### src/rtl/acc_mat_loader.sv
// acc_mat_loader: collects two N x N operand matrices from a valid/ready
// element stream (A first, then B, row-major). It then launches the
// multiplier with a one-cycle start pulse and holds off new input until the
// multiplier reports done.
module acc_mat_loader #(
   parameter int mat_size = 2,
   parameter int dat_size = 8
) (
   input  logic                                              clk,
   input  logic                                              rst,
   input  logic [dat_size-1:0]                               in_data,
   input  logic                                              in_valid,
   output logic                                              in_ready,
   output logic [mat_size-1:0][mat_size-1:0][dat_size-1:0]   mat_A,
   output logic [mat_size-1:0][mat_size-1:0][dat_size-1:0]   mat_B,
   output logic                                              start,
   input  logic                                              done,
   output logic                                              busy,
   output logic                                              job_done
);

   localparam int               IDX_W = (mat_size > 1) ? $clog2(mat_size) : 1;
   localparam logic [IDX_W-1:0] LAST  = IDX_W'(mat_size - 1);

   typedef enum logic [1:0] {
      LOAD_A    = 2'd0,
      LOAD_B    = 2'd1,
      START     = 2'd2,
      WAIT_DONE = 2'd3
   } state_t;

   state_t           state_q, state_d;
   logic [IDX_W-1:0] row_q, row_d;
   logic [IDX_W-1:0] col_q, col_d;
   logic             start_q, start_d;
   logic             busy_q, busy_d;
   logic             in_ready_q, in_ready_d;
   logic             job_done_q, job_done_d;

   logic [mat_size-1:0][mat_size-1:0][dat_size-1:0] mat_a_q;
   logic [mat_size-1:0][mat_size-1:0][dat_size-1:0] mat_b_q;

   logic xfer;
   logic last_elem;
   logic wr_a;
   logic wr_b;

   // in_ready_q is high only in the load states, so a transfer can only
   // happen while one of the matrices is being filled.
   assign xfer      = in_valid && in_ready_q;
   assign last_elem = (row_q == LAST) && (col_q == LAST);
   assign wr_a      = xfer && (state_q == LOAD_A);
   assign wr_b      = xfer && (state_q == LOAD_B);

   // Next-state logic: element counters, FSM transitions and output decode.
   always_comb begin
      state_d = state_q;
      row_d   = row_q;
      col_d   = col_q;

      // Counters advance per accepted element. Both wrap to zero on the
      // last element, which leaves them cleared for the next matrix.
      if (xfer) begin
         if (col_q == LAST) begin
            col_d = '0;
            row_d = (row_q == LAST) ? '0 : row_q + IDX_W'(1);
         end else begin
            col_d = col_q + IDX_W'(1);
         end
      end

      case (state_q)
         LOAD_A:    if (xfer && last_elem) state_d = LOAD_B;
         LOAD_B:    if (xfer && last_elem) state_d = START;
         START:     state_d = WAIT_DONE;
         WAIT_DONE: if (done) state_d = LOAD_A;
         default:   state_d = LOAD_A;
      endcase

      // Outputs are registered copies of the decode of the next state, so
      // each one matches the current state's decode in every cycle.
      start_d    = (state_d == START);
      busy_d     = (state_d == START) || (state_d == WAIT_DONE);
      in_ready_d = (state_d == LOAD_A) || (state_d == LOAD_B);
      job_done_d = (state_q == WAIT_DONE) && done;
   end

   // FSM, counter and control-output registers.
   always_ff @(posedge clk) begin
      if (rst) begin
         state_q    <= LOAD_A;
         row_q      <= '0;
         col_q      <= '0;
         start_q    <= 1'b0;
         busy_q     <= 1'b0;
         in_ready_q <= 1'b1;
         job_done_q <= 1'b0;
      end else begin
         state_q    <= state_d;
         row_q      <= row_d;
         col_q      <= col_d;
         start_q    <= start_d;
         busy_q     <= busy_d;
         in_ready_q <= in_ready_d;
         job_done_q <= job_done_d;
      end
   end

   // Operand storage. Elements are written only on accepted transfers, so
   // both matrices stay frozen from START until the next job's first element.
   always_ff @(posedge clk) begin
      if (rst) begin
         mat_a_q <= '0;
         mat_b_q <= '0;
      end else begin
         if (wr_a) mat_a_q[row_q][col_q] <= in_data;
         if (wr_b) mat_b_q[row_q][col_q] <= in_data;
      end
   end

   assign mat_A    = mat_a_q;
   assign mat_B    = mat_b_q;
   assign start    = start_q;
   assign busy     = busy_q;
   assign in_ready = in_ready_q;
   assign job_done = job_done_q;

endmodule

### config.mk
export PLATFORM = sky130hd
export DESIGN_NAME = acc_mat_loader
export DESIGN_NICKNAME = d
export VERILOG_FILES = /design/src/rtl/acc_mat_loader.sv
export SDC_FILE = /design/constraint.sdc
export NUM_CORES = 1
export LEC_CHECK = 0
export CAP_MARGIN = 0
export CELL_PAD_IN_SITES_DETAIL_PLACEMENT = 1
export CELL_PAD_IN_SITES_GLOBAL_PLACEMENT = 2
export CORE_ASPECT_RATIO = 1.2
export CORE_MARGIN = 2
export CORE_UTILIZATION = 33
export CTS_BUF_LIST = sky130_fd_sc_hd__clkbuf_4
export DETAILED_ROUTE_END_ITERATION = 10
export GPL_TIMING_DRIVEN = 1
export HOLD_SLACK_MARGIN = 0.02
export MAX_ROUTING_LAYER = met4
export PLACE_DENSITY_LB_ADDON = 0.1
export SLEW_MARGIN = 25
export SYNTH_ARGS = -nofsm -noshare
export SYNTH_HDL_FRONTEND = slang
export SYNTH_SLANG_ARGS = --single-unit
### constraint.sdc
create_clock -name clk -period 2.2 [get_ports clk]
set_input_delay 0.55 -clock clk [delete_from_list [all_inputs] [get_ports clk]]
set_output_delay 0.55 -clock clk [all_outputs]
set_load 0.01 [all_outputs]
## Yosys cells after proc, flatten, opt, wreduce, memory -nomap -nowiden

Cells that the tools add are included.

| operators by class | value |
|---|---|
| muxes and demuxes | 12 |
| reductions and logical operators | 13 |
| add/sub/neg operators | 2 |
| magnitude comparators | 4 |
| equality and inequality tests | 6 |

Operator list:

| kind | number |
|---|---|
| 32-bit bitwise mux | 2 |
| 16-bit demux with 1-bit select | 1 |
| 16-bit two-way mux | 1 |
| 8-bit demux with 1-bit select | 1 |
| 2-bit equality test (second input constant) | 4 |
| 1-bit logical AND | 8 |
| 8-bit two-way mux | 1 |
| 2-bit case mux with 4 select lines | 1 |
| 2-bit two-way mux | 3 |
| 2-bit by 1-bit equality test with 1-bit output (second input constant) | 2 |
| 2-bit logical NOT | 2 |
| 1-bit by 2-bit less-than comparator with 1-bit output (second input constant) | 2 |
| 1-bit adder (second input constant) | 2 |
| 1-bit >= comparator (second input constant) | 2 |
| 1-bit logical OR | 2 |
| 1-bit two-way mux | 2 |
| 2-bit AND reduction | 1 |

| word-level totals | value |
|---|---|
| logic and storage cells | 52 |
| input bits | 12 |
| bits in registers | 72 |

## Depth between registers and ports, before layout

| depth | value |
|---|---|
| depth in word-level cells | 7 |
| gate-level depth with buffers | 5 |
| depth with buffers taken out | 3 |

## Worst setup path after synthesis

OpenSTA, ideal clock, no wires.

| timing path | value |
|---|---|
| kind | in2reg |
| start | in in_valid |
| end | reg state_q[0] |
| arrival time | 1.403 ns |
| required time | 2.100 ns |
| slack | 0.697 ns |
| path buffers | 2 |
| stages | 5 |
| cell sequence | and4b_1 > buf_6 > and3_4 > buf_6 > a2111oi_4 |

| on the way | value |
|---|---|
| longest elaborated chain between the ends | 4 |
| elaborated cells on any way between the ends | 5 |
| those cells by class | 3 x mux; 2 x reduce/logical |

RTL lines:

| what | line | source |
|---|---|---|
| start, declared | 12 | `input logic in_valid,` |
| 1-bit logical AND (*) | 50 | `assign xfer = in_valid && in_ready_q;` |
| 1-bit logical AND (*) | 73, 74 |  |
| 2-bit two-way mux (on tied branches) | 74, 73 |  |
| 2-bit case mux with 4 select lines (*) | 72 | `case (state_q)` |
| end signal, assigned | 99 | `state_q <= state_d;` |
| end, declared | 32 | `state_t state_q, state_d;` |

Every way passes the cells marked *; elsewhere a longest branch is shown, timed or not.
A chain may end at the register's enable or synchronous reset.

==> reports/results.ini <==
[timing]
min_period_over_period=0.907
rsz0062_at_grt=no
setup_ws_ns=0.206
skew_ns=0.0128
relSlewSlack=0.664
max_freq_ghz=0.501
worst_pin_slew_ns=0.504
hold_viol_final=0
setup_tns_ns=0
min_period_ns=1.99
setup_violations=0
timing.final.max_slew_violations=0

[cells_and_area]
instances_no_fill=451
nets=343
area_growth_pct=34.0
drive_gt1_frac=0.0928
n_antenna_cell=0
post-route-util=0.448

[clock_network]
cts_tree=yes
cts_made_buffers=9
cts-hold-fix-buffers=0
post-cts-setup-buffer-count=0
htreeDepth=3
path_clk_slew_ns=0.12
cts_sinks=71
clockRootBuffer=clkbuf_4
cts.path.max_buffers=2
cts_resized=0
insertion_delay_ns=0.41

[power]
p_sw_frac=0.263
power_density_mw_per_mm2=594
seq_power_share=0.594
p_int_w=0.00166
leakage_nw=1.64
clockPowerShare=0.305
p_switching_w=0.000592
ir_worst_vdd_uv=287
combinationalPowerShare=0.101

[place]
dp.cells=437
gp_congestion=0.694
place_hpwl_um=4890
pre_cts_slack_ns=0.120
port_buffers=79

[critical_path]
critPathSlowestCell=clkdlybuf4s50_1
crit_fanout=7
crit_arrival_ns=1.44
critPathLaunchType=flip-flop
critPathTopFamily=buffers and inverters
path_class=reg -> out
required_ns=1.65
cpPeakStageDelay_ns=0.58
crit_buf_inv=1
path_cells=clkdlybuf4s50_1
endpoint_kind=output pin

[synth]
yosys-top-cells-area=dfxtp_1 (50%), mux2i_1 (23%), nand2b_1 (16%)
synth_area_mm2=0.00283
synth.largest_area_cell=dfxtp_1
synth_ff_type=dfxtp_1
async_flop_share=0
synth_cells=258
synth_top_area_share=0.502
yosysSeqAreaShare=0.502
ys_seq_elements=71
yosys_warnings=0
avgSynthCellArea_um2=11.0
synth_cell_type_count=24
synth_edf_count=0
synth_nets=270

[drt]
vias=2053
drtIter0Drc=58
firstDrtPassIters=4
routed_wl_um=7120
wl_per_cell_um=15.8
ant_nets=0
vias_per_cell=4.55
drc=0

[floorplanning]
die_h_um=105
coreArea_mm2=0.00847
io_pins=80
num_rows=37
initial_core_util=0.334
die-area_mm2=0.00934
die_w_um=88.6

[min_path]
hold_path_class=reg -> reg

[global_routing]
grt_usage=0.166
grt_pass1_vias=2157
grt_max_degree=19
antenna_found_initial=0
grt_pass1_wl_um=11300
overflow=0

[flow_run]
drv_cap=0

[run_status]
status=finished clean

[placed cells by master, fill, tap and decap left out, types with 2 or more instances in the layout]
| cell type | count |
|---|---|
| xor2_1 | 2 |
| buf_4 | 4 |
| clkinvlp_4 | 2 |
| clkbuf_4 | 10 |
| clkdlybuf4s50_1 | 78 |
| nand2_1 | 3 |
| nor2b_1 | 2 |
| nand3_1 | 2 |
| nand2b_1 | 72 |
| nor2_1 | 4 |
| dfxtp_1 | 71 |
| nand2_2 | 6 |
| mux2i_1 | 64 |
| clkinv_2 | 2 |
[metal layers]
metal | global-route usage | part of all wire | vias up
met3 | 0.0431 | 0.045 | 8
li1 | - | - | 999
met1 | 0.206 | 0.47 | 993
met2 | 0.258 | 0.47 | 53
met4 | 0.0617 | 0.012 | 0
met5 | - | 0 | -
[synth_stat cells (2+ instances only)]
master / instances
buf_1: 8
buf_2: 4
buf_6: 2
clkbuf_1: 7
dfxtp_1: 71
mux2i_1: 64
nand2_1: 3
nand2_2: 6
nand2b_1: 72
nand3_1: 2
nor2_1: 4
nor2b_1: 2
xor2_1: 2
[path summary, 6_finish.rpt]
path                    end  slack, ns        from  depth (start not counted)
setup / recovery       busy       0.21  state_q[1]                          1
hold / removal     mat_A[0]       0.48    mat_A[0]                          2
setup reg to reg  mat_A[28]       0.78  state_q[1]                          3
hold reg to reg    mat_A[0]       0.48    mat_A[0]                          2
[cells by family after synthesis]
group	count (synthesis)	share of synthesized area
compound gates	3	0.0141
xor+xnor	2	0.00619
buf+inv	21	0.0349
flops	71	0.502
mux	64	0.226
simple gates	97	0.217
[metrics by stage]
step	area, um2	hold slack, ns	power (W)
6_report	3790	0.484	0.00225
5_1_grt	3790	0.508	0.00236
4_1_cts	3790	0.491	0.00229
3_5_place_dp	3690	0.465	0.00160
3_3_place_gp	3690	0.460	0.00160
2_1_floorplan	2830	0.493	0.00149
[final cells by class]
| type | instances | area [um2] |
|---|---|---|
| multi-input cells | 166 | 1310 |
| repair buffers | 83 | 816 |
| flip-flops and latches | 71 | 1420 |
| well taps | 117 | 146 |
| clock buffers | 10 | 75.1 |
| fillers | 948 | 4680 |
| clock inverters | 4 | 25.0 |
[power groups by stage]
stage                     clock, W  combinational [W]  sequential, W
after floorplan                  0           0.000124        0.00137
after global placement           0           0.000231        0.00137
after detailed placement         0           0.000231        0.00137
after CTS                 0.000721           0.000232        0.00134
after global routing      0.000773           0.000246        0.00134
final                     0.000688           0.000227        0.00134
[state kept, by name, indices dropped and copies added (netlist names)]
register / cells
mat_B: 32
row_q: 1
col_q: 1
state_q: 2
start: 1
job_done: 1
mat_A: 32
in_ready: 1
Note: power is estimated with default switching activity, not from simulation.
